[src/rtl/fifo_counted.sv]
// fifo_counted: single-clock FIFO with an occupancy counter (all DEPTH
// slots usable), simultaneous read/write, watermarks, level output,
// synchronous flush and sticky overflow/underflow flags.
// data_out is show-ahead: the head word is visible without a read strobe.

module fifo_counted #(
  parameter int WIDTH         = 32,
  parameter int DEPTH_LOG2    = 2,
  parameter int AFULL_THRESH  = (1 << DEPTH_LOG2) - 1,
  parameter int AEMPTY_THRESH = 1
) (
  input  logic                  clk,
  input  logic                  resetn,
  input  logic                  wr,
  input  logic [WIDTH-1:0]      data_in,
  input  logic                  rd,
  output logic [WIDTH-1:0]      data_out,
  output logic                  full,
  output logic                  empty,
  output logic [DEPTH_LOG2:0]   level,
  output logic                  almost_full,
  output logic                  almost_empty,
  input  logic                  flush,
  output logic                  overflow,
  output logic                  underflow,
  input  logic                  clear_err
);

  localparam int DEPTH = 1 << DEPTH_LOG2;
  localparam int CW    = DEPTH_LOG2 + 1;
  localparam int PW    = DEPTH_LOG2;

  localparam logic [CW-1:0] DEPTH_C  = CW'(DEPTH);
  localparam logic [CW-1:0] AFULL_C  = CW'(AFULL_THRESH);
  localparam logic [CW-1:0] AEMPTY_C = CW'(AEMPTY_THRESH);
  localparam logic [CW-1:0] CNT_ONE  = CW'(1);
  localparam logic [CW-1:0] CNT_ZERO = CW'(0);
  localparam logic [PW-1:0] PTR_ONE  = PW'(1);
  localparam logic [PW-1:0] PTR_ZERO = PW'(0);

  // Storage (never reset; only the pointers/count define validity)
  logic [WIDTH-1:0] mem_q [DEPTH];

  // Control state
  logic [PW-1:0] head_q, head_d;
  logic [PW-1:0] tail_q, tail_d;
  logic [CW-1:0] count_q, count_d;
  logic          overflow_q, overflow_d;
  logic          underflow_q, underflow_d;

  // Decoded per-cycle control
  logic empty_s;
  logic full_s;
  logic rd_ok_s;
  logic wr_ok_s;
  logic mem_we_s;
  logic ovf_set_s;
  logic unf_set_s;

  // Status decode and accept rules, all from the pre-edge count.
  // A write into a full FIFO is only legal when a read frees a slot
  // in the same cycle; a read of an empty FIFO is never accepted.
  always_comb begin
    empty_s = (count_q == CNT_ZERO);
    full_s  = (count_q == DEPTH_C);
    rd_ok_s = rd & ~empty_s;
    wr_ok_s = wr & (~full_s | rd_ok_s);
  end

  // Next-state for pointers, count and error flags; flush wins over rd/wr
  // and suppresses error detection for that cycle.
  always_comb begin
    head_d    = head_q;
    tail_d    = tail_q;
    count_d   = count_q;
    mem_we_s  = 1'b0;
    ovf_set_s = 1'b0;
    unf_set_s = 1'b0;

    if (flush) begin
      head_d  = PTR_ZERO;
      tail_d  = PTR_ZERO;
      count_d = CNT_ZERO;
    end else begin
      ovf_set_s = wr & ~wr_ok_s;
      unf_set_s = rd & empty_s;

      if (wr_ok_s) begin
        mem_we_s = 1'b1;
        tail_d   = tail_q + PTR_ONE;
      end else begin
        tail_d   = tail_q;
      end

      if (rd_ok_s) begin
        head_d = head_q + PTR_ONE;
      end else begin
        head_d = head_q;
      end

      case ({wr_ok_s, rd_ok_s})
        2'b10:   count_d = count_q + CNT_ONE;
        2'b01:   count_d = count_q - CNT_ONE;
        2'b11:   count_d = count_q;
        2'b00:   count_d = count_q;
        default: count_d = count_q;
      endcase
    end

    // Sticky flags: a new event in the same cycle as clear_err keeps the flag set.
    overflow_d  = ovf_set_s | (overflow_q  & ~clear_err);
    underflow_d = unf_set_s | (underflow_q & ~clear_err);
  end

  // Control register with asynchronous active-low reset
  always_ff @(posedge clk or negedge resetn) begin
    if (!resetn) begin
      head_q      <= PTR_ZERO;
      tail_q      <= PTR_ZERO;
      count_q     <= CNT_ZERO;
      overflow_q  <= 1'b0;
      underflow_q <= 1'b0;
    end else begin
      head_q      <= head_d;
      tail_q      <= tail_d;
      count_q     <= count_d;
      overflow_q  <= overflow_d;
      underflow_q <= underflow_d;
    end
  end

  // Storage write port; contents survive reset and flush by design
  always_ff @(posedge clk) begin
    if (mem_we_s) begin
      mem_q[tail_q] <= data_in;
    end
  end

  // Output decode: status straight from count, show-ahead head word
  always_comb begin
    full         = full_s;
    empty        = empty_s;
    level        = count_q;
    almost_full  = (count_q >= AFULL_C);
    almost_empty = (count_q <= AEMPTY_C);
    overflow     = overflow_q;
    underflow    = underflow_q;
    if (empty_s) begin
      data_out = '0;
    end else begin
      data_out = mem_q[head_q];
    end
  end

endmodule

[config.mk]
export PLATFORM = sky130hd
export DESIGN_NAME = fifo_counted
export DESIGN_NICKNAME = d
export VERILOG_FILES = /design/src/rtl/fifo_counted.sv
export SDC_FILE = /design/constraint.sdc
export NUM_CORES = 1
export LEC_CHECK = 0
export BUFFER_PORTS_ARGS = -buffer_cell sky130_fd_sc_hd__buf_4
export CAP_MARGIN = 30
export CORE_MARGIN = 1
export CORE_UTILIZATION = 45
export DETAILED_ROUTE_END_ITERATION = 16
export GPL_TIMING_DRIVEN = 0
export PLACE_DENSITY = 0.65
export SYNTH_ARGS = -nofsm -noshare
export SYNTH_HDL_FRONTEND = slang
export SYNTH_SLANG_ARGS = --single-unit
[constraint.sdc]
create_clock -name clk -period 2.91 [get_ports clk]
set_input_delay 0.582 -clock clk [delete_from_list [all_inputs] [get_ports clk]]
set_output_delay 0.582 -clock clk [all_outputs]
set_load 0.01 [all_outputs]
# Word level (Yosys, flattened, before mapping)
# Memories as Yosys holds them, arrays and structs flattened.
# Cells that the tools add are included.
[totals]
regBits = 9
inputBits = 38
latch_bits = 0
word_cells = 48
output_inout_bits = 41
n_memories = 1
rom_bits = 0
mem_bits_rw = 128
[op_classes]
bitwise_logic = 13
muxes = 13
order_cmp = 2
shifts = 0
reduce_logical = 5
addsub = 4
eq_ne = 5
multipliers = 0
n_div = 0
[mem_list]
columns = ["name", "depth", "width", "rd", "rd_clocked_by_memory_dff", "wr", "line", "text"]
rows = [
  ["mem_q", 4, 32, 1, 0, 1, "42", "logic [WIDTH-1:0] mem_q [DEPTH];"],
]
[ops]
columns = ["operator", "count"]
rows = [
  ["$mux W32", 1],
  ["$mux W2", 4],
  ["$and A1 B1 Y1", 6],
  ["$mux W1", 6],
  ["$pmux W3 S2", 1],
  ["$add A2 B1 Y2 const B", 2],
  ["$eq A2 B2 Y1 const B", 2],
  ["$not A1 Y1", 4],
  ["$reduce_bool A2 Y1", 2],
  ["$add A3 B1 Y3 const B", 1],
  ["$eq A3 B3 Y1 const B", 1],
  ["$ge A3 B2 Y1 const B", 1],
  ["$le A3 B1 Y1 const B", 1],
  ["$logic_not A3 Y1", 1],
  ["$mux W3", 1],
  ["$or A1 B1 Y1", 3],
  ["$sub A3 B1 Y3 const B", 1],
  ["$eq A2 B1 Y1 const B", 1],
  ["$logic_not A2 Y1", 1],
  ["$ne A2 B1 Y1 const B", 1],
  ["$reduce_or A2 Y1", 1],
]

# Depth between registers and ports, before layout
[logic_depth]
depth_word = 9
mapped_depth = 7
ltp_nobuf = 7

# Worst setup path before layout
# No wires, ideal clock.
[synth_path]
kind = "register to register"
start = "register count_q[1], in the netlist level[1]"
end = "memory mem_q[0][0], enable pin"
synth_period_minus_slack_ns = 2.452
setup_time_ns = 0.392
stages_incl_launch_ff = 7
n_path_buf = 0
required_ns = 2.518
arrival_ns = 2.060
path_slack_ns = 0.458
path_cell_list = "dfrtp_1 -> inv_1 -> ha_1 -> nand2_1 -> inv_1 -> a21oi_1 -> and2_1"
[synth_via]
word_cells_on_any_way = 11
classes_between = "1 x eq/ne; 4 x mux; 5 x bitwise; 1 x reduce/logical"
[synth_rtl]
columns = ["item", "line", "text"]
rows = [
  ["from (decl)", "47", "logic [CW-1:0] count_q, count_d;"],
  ["from (signal assigned)", "126", "count_q <= count_d;"],
  ["$eq A3 B3 Y1", "65", "full_s = (count_q == DEPTH_C);"],
  ["via full", "18", "output logic full,"],
  ["$not A1 Y1", "67", "wr_ok_s = wr & (~full_s | rd_ok_s);"],
  ["$or A1 B1 Y1", "67", ""],
  ["$and A1 B1 Y1", "67", ""],
  ["$mux W1", "88", "if (wr_ok_s) begin"],
  ["$mux W1", "80", "if (flush) begin"],
  ["$mux W1", "134", "if (mem_we_s) begin"],
  ["$mux W1 (implied by the code)", "135", "mem_q[tail_q] <= data_in;"],
  ["to (decl)", "42", ""],
]
# The timed path passes the listed nets, and every way through them passes these cells.

# Worst setup path after layout
[layout_path]
start = "register count_q[1], in the netlist level[1]"
end = "output data_out[3]"
[layout_via]
elab_chain_len = 2
[layout_rtl]
columns = ["item", "line", "text"]
rows = [
  ["$logic_not A3 Y1", "64", "empty_s = (count_q == CNT_ZERO);"],
  ["$mux W32", "148", "if (empty_s) begin"],
  ["to (decl)", "17", "output logic [WIDTH-1:0] data_out,"],
]
# No other way between the ends.

==> results_dict.tcl <==
set metrics [dict create \
    dp_hpwl_mm 5.74 \
    worst_pin_slew_ns 0.901 \
    final_nets 424 \
    synth_area_per_cell_um2 19.9 \
    rows 40 \
    place_ws_ns 0.285 \
    cts-root-buf "clkbuf_16" \
    vias 2768 \
    grt_max_degree 33 \
    fmax_ghz 0.364 \
    yosysTopAreaCell "edfxtp_1" \
    yosysWarningCount 0 \
    gr-usage-all-layers_pct 16.4 \
    wire_per_inst_um 18.3 \
    ff_latch_area_um2 4070 \
    drtAntennaViolNets 0 \
    path_clk_slew_ns 0.06 \
    rsz0062_at_grt "no" \
    num_io_pins 79 \
    antenna_found_initial 0 \
    hold_viol 0 \
    cp_data_arrival_time_ns 2.16 \
    static-leakage-power_nw 2.50 \
    grt_pass1_wl_mm 15.0 \
    clk_latency_ns 0.40 \
    drive_gt1_share_pct 39.3 \
    period_needed_ns 2.75 \
    synth_top_area_share_pct 69.0 \
    cts_max_level 4 \
    start_util_pct 46.4 \
    tns_ns 0 \
    skew_ns 0.0142 \
    gp_congestion 0.733 \
    final_util_pct 57.9 \
    cts_tree "yes" \
    cp-start-kind "flip-flop" \
    cap_viol_max_count 0 \
    synthesis.nets 327 \
    drt-met1-wl_mm 4.06 \
    r2r_slack_ns 0.34 \
    drt-pass1-iter-count 4 \
    grt_pass1_vias 2866 \
    status "complete, no violations" \
    drtIter0Drc 226 \
    finalMaxSlewViolations 0 \
    dieWidth_um 113 \
    syn2layout_area_growth_pct 24.9 \
    cts_buffers 17 \
    layout_commonest_cell "edfxtp_1" \
    routed.top_layer "met4" \
    drc_errors 0 \
    multi_input_area_um2 1350 \
    timing_worst_setup_path_type "flip-flop to output port" \
    max-clock-path-buffers 2 \
    via_per_inst 5.16 \
    n_antenna_cell 0 \
    fin_crit_sh_pct 94.4 \
    synthCells 280 \
    die_area_um2 12800 \
    die_h_um 113 \
    required_ns 2.33 \
    synth_cell_types 35 \
    post-cts-setup-buffers 0 \
    mostFrequentLayoutCells "edfxtp_1 (128), buf_4 (78), and2_1 (32)" \
    vdd_drop_max_v 0.000592 \
    setup_viol 0 \
    numPortBuffers 77 \
    maxSlewHeadroom_pct 39.9 \
    cellPowerDensity_nw_per_um2 855 \
    crit_fanout 10 \
    ys_seq_elements 137 \
    power.total_mw 5.95 \
    syn-cell-area_um2 5570 \
    grt_overflow 0 \
    ys_seq_area_share_pct 73.1 \
    endpoint_kind "output port" \
    worst_slack_ns 0.164 \
    core_um2 12000 \
    wl_met2_mm 5.10 \
    clkSinkCount 137 \
    wl_met3_um 474 \
    wl_mm 9.78 \
    fillers 919 \
    synthTopCellsByArea "edfxtp_1 (69%), mux4_2 (11%), and2_1 (4.0%), dfrtp_1 (4.0%), ha_1 (2.0%)" \
    holdCritPathClass "input pin to flip-flop" \
]
## layer usage
metal	global-route usage (%)	up-vias
met5	0	-
met4	6.40	0
met3	4.82	12
met2	27.9	65
met1	19.7	1394
li1	-	1297
## cells in the mapped netlist
library cell	n
buf_12	3
a21o_1	1
nor3_1	1
mux2i_1	1
mux2_2	1
dfrtp_1	9
nor4b_1	1
edfxtp_1	128
mux4_1	4
xnor2_1	2
nand2b_4	1
nand2b_1	3
clkbuf_1	6
o32ai_1	2
o21ai_1	1
o211a_1	1
buf_6	1
nand2_1	2
a211oi_1	1
and2_1	36
a31oi_1	2
nor3b_1	1
mux4_2	28
ha_1	9
buf_4	1
inv_2	1
nor2_1	11
a2111oi_2	1
xor2_1	1
inv_1	9
a21oi_1	3
maj3_2	1
o21ai_0	2
nand3_1	2
buf_2	3
## through the flow
stage	area, µm²	std cells	hold WS (ns)
6_report	6950	536	0.376
5_1_grt	6950	536	0.361
4_1_cts	6950	536	0.362
3_5_place_dp	6330	504	0.414
3_3_place_gp	6330	504	0.414
2_1_floorplan	5570	280	0.286
## state kept, by name (all words and copies together), names as in the netlist
name and flops:
level 3, mem_q 128, underflow 1, overflow 1
head_q 2, tail_q 2
## power by group
part / leakage (nW) / switching [mW] / internal, mW / total, mW
logic: 0.927 / 0.696 / 0.795 / 1.49
registers: 1.28 / 0.0334 / 2.25 / 2.28
clock network: 0.292 / 0.754 / 1.42 / 2.17
## what timing repair did
item | CTS | global route
setup endpoints to repair | 0 | 7
hold buffers | 1 | 0
resized for setup | 0 | 3
hold endpoints to repair | 9 | 0
## cell type report
class	instances	share of cell area [%]
clock buffers	17	6.12
multi-input cells	119	19.4
plain buffers	14	1.69
clock inverters	14	2.59
repair buffers	78	8.46
well taps	147	2.65
flip-flops and latches	137	58.5
inverters	10	0.540
## cell families after synthesis
| logic type | Yosys count | share of synthesized area, % |
|---|---|---|
| AO/OA/AOI/OAI | 14 | 1.80 |
| XOR/XNOR | 3 | 0.472 |
| adder cells (fa/ha/maj) | 10 | 2.22 |
| buffers and inverters | 24 | 2.76 |
| flip-flops | 137 | 73.1 |
| multiplexers | 34 | 13.6 |
| AND/OR/NAND/NOR | 58 | 6.07 |
## path summary, 6_finish.rpt
path / to / start / cells past startpoint
setup / recovery: data_out[3] / level[1] / 6
hold / removal: underflow / clear_err / 2
setup reg to reg: mem_q[3][3] / level[1] / 6
hold reg to reg: underflow / underflow / 2
max in group asynchronous: tail_q[1] / resetn / 2
min in group asynchronous: level[0] / resetn / 2
## worst max-delay path: stages (launching register included)
cell and delay [ns]:
dfrtp_1 0.43, inv_1 0.17, ha_1 0.28, nand2b_4 0.15
buf_1 0.38, and2_1 0.22, buf_4 0.12
(Power assumes the default switching activity.)
